## src/rtl/direccion_jugadores.sv

```systemverilog
// direccion_jugadores: per-player buffered direction commands applied to a
// direction/pause FSM once per movement tick.
module direccion_jugadores #(
  parameter int N_JUG       = 2,
  parameter int TICK_CICLOS = 4000000,
  parameter int PROF_FIFO   = 4
) (
  input  logic               clk,
  input  logic               rst,
  input  logic               reinicio,
  input  logic [N_JUG-1:0]   cmd_val,
  input  logic [3*N_JUG-1:0] cmd,
  output logic [3*N_JUG-1:0] accion,
  output logic               mover,
  output logic [N_JUG-1:0]   pausado,
  output logic [N_JUG-1:0]   fifo_lleno,
  output logic [N_JUG-1:0]   desborde
);
  localparam int CW = $clog2(TICK_CICLOS);
  localparam int AW = $clog2(PROF_FIFO);
  typedef enum logic [3:0] {
    INICIO, MOV_ARR, MOV_ABA, MOV_IZQ, MOV_DER, PAU_ARR, PAU_ABA, PAU_IZQ, PAU_DER
  } estado_t;
  logic [CW-1:0] cnt;
  logic          tick;
  assign tick = cnt == CW'(TICK_CICLOS - 1);
  always_ff @(posedge clk or posedge rst)
    if (rst) begin
      cnt   <= '0;
      mover <= 1'b0;
    end else if (reinicio) begin
      cnt   <= '0;
      mover <= 1'b0;
    end else begin
      cnt   <= tick ? '0 : cnt + CW'(1);
      mover <= tick;
    end
  for (genvar i = 0; i < N_JUG; i++) begin : g_jug
    logic [2:0]    mem [PROF_FIFO];
    logic [AW-1:0] rp, wp;
    logic [AW:0]   n;
    logic [2:0]    cod, c, d, ac, ac_n;
    logic [3:0]    sv;
    logic          push, pop, lleno, acepta, des, es_dir, perp;
    estado_t       st, st_n;
    assign cod    = cmd[3*i +: 3];
    assign push   = cmd_val[i] && cod != 3'd0 && cod <= 3'd5;
    assign pop    = tick && n != '0;
    assign lleno  = n == (AW+1)'(PROF_FIFO);
    // a pop on the same edge frees the slot, so a push to a full buffer survives
    assign acepta = push && (!lleno || pop);
    assign c      = pop ? mem[rp] : 3'd0;
    assign sv     = st;
    assign d      = sv > 4'd4 ? 3'(sv - 4'd4) : sv[2:0];
    assign es_dir = c != 3'd0 && c < 3'd5;
    assign perp   = (c > 3'd2) != (d > 3'd2);
    always_comb begin
      st_n = st;
      ac_n = 3'd0;
      if (st == INICIO) begin
        if (es_dir) begin
          st_n = estado_t'({1'b0, c});
          ac_n = c;
        end
      end else if (st <= MOV_DER) begin
        ac_n = d;
        if (c == 3'd5) begin
          st_n = estado_t'(sv + 4'd4);
          ac_n = 3'd0;
        end else if (es_dir && perp) begin
          st_n = estado_t'({1'b0, c});
          ac_n = c;
        end
      end else if (c == 3'd5) begin
        st_n = estado_t'({1'b0, d});
        ac_n = d;
      end
    end
    always_ff @(posedge clk)
      if (acepta) mem[wp] <= cod;
    always_ff @(posedge clk or posedge rst)
      if (rst) begin
        rp  <= '0;
        wp  <= '0;
        n   <= '0;
        des <= 1'b0;
        st  <= INICIO;
        ac  <= 3'd0;
      end else if (reinicio) begin
        rp  <= '0;
        wp  <= '0;
        n   <= '0;
        des <= 1'b0;
        st  <= INICIO;
        ac  <= 3'd0;
      end else begin
        if (acepta) wp <= wp + AW'(1);
        if (pop) rp <= rp + AW'(1);
        n <= n + (AW+1)'(acepta) - (AW+1)'(pop);
        if (push && !acepta) des <= 1'b1;
        if (tick) begin
          st <= st_n;
          ac <= ac_n;
        end
      end
    assign accion[3*i +: 3] = ac;
    assign pausado[i]       = st > MOV_DER;
    assign fifo_lleno[i]    = lleno;
    assign desborde[i]      = des;
  end
endmodule

```

## config.mk

```make
export PLATFORM = sky130hd
export DESIGN_NAME = direccion_jugadores
export DESIGN_NICKNAME = d
export VERILOG_FILES = /design/src/rtl/direccion_jugadores.sv
export SDC_FILE = /design/constraint.sdc
export NUM_CORES = 1
export LEC_CHECK = 0
export CELL_PAD_IN_SITES_DETAIL_PLACEMENT = 1
export CELL_PAD_IN_SITES_GLOBAL_PLACEMENT = 2
export CORE_AREA = 2 2 128 130
export CTS_BUF_LIST = sky130_fd_sc_hd__clkbuf_2 sky130_fd_sc_hd__clkbuf_4 sky130_fd_sc_hd__clkbuf_8
export DETAILED_ROUTE_END_ITERATION = 16
export DIE_AREA = 0 0 130 132
export DONT_BUFFER_PORTS = 1
export PLACE_DENSITY = 0.64
export SYNTH_ARGS = -nofsm -noshare
export SYNTH_HDL_FRONTEND = slang
export SYNTH_SLANG_ARGS = --single-unit
```

## constraint.sdc

```tcl
create_clock -name clk -period 3 [get_ports clk]
set_input_delay 0.9 -clock clk [delete_from_list [all_inputs] [get_ports clk]]
set_output_delay 0.9 -clock clk [all_outputs]
set_load 0.02 [all_outputs]
```

==> impl_metrics.tcl <==
set metrics [dict create \
    area.sequential_mm2 0.002047 \
    ir_worst_vdd_uv 159.1 \
    routed_wirelength_um 12540 \
    globalRouteOverflowTotal 0 \
    netlist_instances 463 \
    worst_setup_hold_path_clk_slew_ns 0.08 \
    max-clock-path-buffers 2 \
    routed_via_density 5.032 \
    grt_start_max_net_pins 31 \
    fin_tns_setup_ns 0 \
    number_of_synthesized_register_bits 77 \
    antenna_cells_inserted 0 \
    fin_skew_ns 0.01043 \
    final.period_utilization_pct 93.63 \
    fp.dieH_um 132 \
    floorplan.die.width_um 130 \
    1st_pass_router_iterations 4 \
    total_leakage_power_nw 2.060 \
    number_of_synthesized_flops_with_an_enable_pin 24 \
    total_routing_resource_utilization_after_global_routing_pct 15.68 \
    p_per_area_mw_per_mm2 430.6 \
    syn_to_final_growth_pct 12.39 \
    synthTopCellsByArea "dfrtp_1, edfxtp_1, nor2_1" \
    synth_top_cell_area_share_pct 28.67 \
    average_cell_area_after_synthesis_um2 9.991 \
    grt_pass1_wl_um 20950 \
    syn_nets 491 \
    rows 46 \
    result_of_the_run "finished, final reports clean" \
    start_kind "flop" \
    setup_viol_count_final 0 \
    first_global_vias 3910 \
    synthMostInstantiatedCell "nor2_1" \
    slew_headroom_pct 58.17 \
    worst-setup-path-type "flop to primary output" \
    worst_slew_pin_slew_ns 0.6266 \
    cts_buffers 9 \
    worstSetupEndpointType "primary output" \
    cap_viol_max_count 0 \
    worstPathArrival_ns 1.91 \
    critPathRequiredTime_ns 2.10 \
    drive_above_1_share_pct 12.66 \
    tritoncts "done" \
    worst_slack_ns 0.1911 \
    filler_cell_count 1810 \
    ctsHoldBuffers 0 \
    setup_repair_after_global_routing_missed_its_margin "false" \
    routability_congestion_estimate 0.8079 \
    cts_max_level 3 \
    preCtsSetupSlack_ns 0.1788 \
    async_flop_share_pct 68.83 \
    floorplan.io_pins 24 \
    antenna_left 0 \
    die_area_mm2 0.01716 \
    synth_common_cells "nor2_1, dfrtp_1, nand2_1" \
    initial_core_util_pct 29.44 \
    timing.critical_path.fanout_max 6 \
    multi_input_comb_area_mm2 0.002411 \
    yosysWarnings 0 \
    holdCritPathClass "input pin to asynchronous set/reset pin" \
    yosys.cell_types.count 73 \
    post-route-min-period_ns 2.809 \
    wire_per_inst_um 17.96 \
    finalHoldViolCount 0 \
    floorplan.core_area_mm2 0.01571 \
    max_freq_mhz 356.0 \
    grt_antenna_before_repair 0 \
    finish.net_count 505 \
    report.final.slew_viol_count 0 \
    number_of_post_cts_setup_repair_buffers 0 \
    tritoncts_num_sinks 77 \
    post-route-drc-count 0 \
    detailedPlacementHpwl_um 9310 \
    clock_insertion_delay_worst_skew_ns 0.37 \
    synth.yosys.seq_area_share_pct 44.25 \
    yosys.area.top_type "dfrtp_1" \
    clock_tree.root_cell "clkbuf_8" \
    portBuffers 0 \
    yosys_most_used_dff "dfrtp_1" \
    detailroute.via_count 3512 \
    netlist_area_mm2 0.004626 \
    drt_first_iter_violations 172 \
]
[power by group]
| part | leakage [nW] | switching (mW) | internal [mW] |
|---|---|---|---|
| Sequential | 0.952 | 0.0300 | 1.12 |
| Clock | 0.0973 | 0.413 | 0.392 |
| Combinational | 1.01 | 0.172 | 0.111 |
[metrics by stage]
step	instances	instance area [µm²]	hold slack, ns	total power [mW]	util, %
floorplan	463	4626	0.4637	1.371	-
global placement	682	4990	0.4858	1.451	31.76
detailed placement	682	4990	0.5098	1.458	31.76
CTS	698	5185	0.4841	2.290	33.00
global route	698	5199	0.5094	2.359	33.09
finish	698	5199	0.4852	2.238	33.09
[per-layer routing]
| layer | share of wire, % | global-route usage, % | up-vias |
|---|---|---|---|
| met1 | 47 | 20.68 | 1757 |
| li1 | - | - | 1708 |
| met2 | 48 | 25.57 | 35 |
| met3 | 3.1 | 3.125 | 12 |
| met4 | 1.6 | 5.317 | 0 |
| met5 | 0 | 0 | - |
[flip-flops by register name (all words and copies together) (netlist names)]
name,cells
g_jug.wp,4
mover,1
g_jug.mem,24
g_jug.des,2
g_jug.ac,6
cnt,22
g_jug.n,6
g_jug.rp,4
g_jug.st,8
[cell usage in the layout (no fill, tap or decap), drive strengths merged, types with 14 or more instances in the layout]
cell type,count
xor2,22
dfrtp,53
edfxtp,24
nor2,63
buf,25
ha,15
and2,14
nand2,26
nor3,18
inv,18
nand3,17
[final timing paths]
check / startpoint / slack [ns] / cells after the start / end
setup / recovery: g_jug[1].st[3] / 0.19 / 5 / pausado[1]
hold / removal: rst / 0.49 / 1 / g_jug[1].wp[0]
setup reg to reg: cnt[0] / 0.26 / 12 / g_jug[0].n[2]
hold reg to reg: cnt[0] / 0.52 / 1 / cnt[0]
max in group asynchronous: rst / 1.94 / 2 / cnt[20]
min in group clk: cnt[0] / 0.52 / 1 / cnt[0]
[what timing repair did]
item | CTS | global route
setup endpoints to repair | 0 | 3
gates resized for setup | 0 | 3
hold endpoints to repair | 0 | 0
[critical path, cell delays in order (launching register included)]
cell and delay, ns:
dfrtp_1 0.41, inv_1 0.10, ha_1 0.25, or2_2 0.36
inv_1 0.22, buf_4 0.21
[layout make-up]
type	instances	area share, %
clock buffer	10	2.527
clock inverter	6	1.227
inverter	20	1.444
multi-input combinational	344	46.38
sequential	77	39.37
tap	216	5.199
timing repair buffer	25	3.851
[kinds of logic after synthesis]
kind of cell / share of synthesized area, %
xor gates and xnor gates: 6.438
buffers and inverters: 3.922
adders and majority gates: 4.923
muxes: 3.570
and+or+nand+nor: 24.37
DFF: 44.25
AOI/OAI and AO/OA: 12.52
No activity file was read; power rests on OpenSTA's default activity.
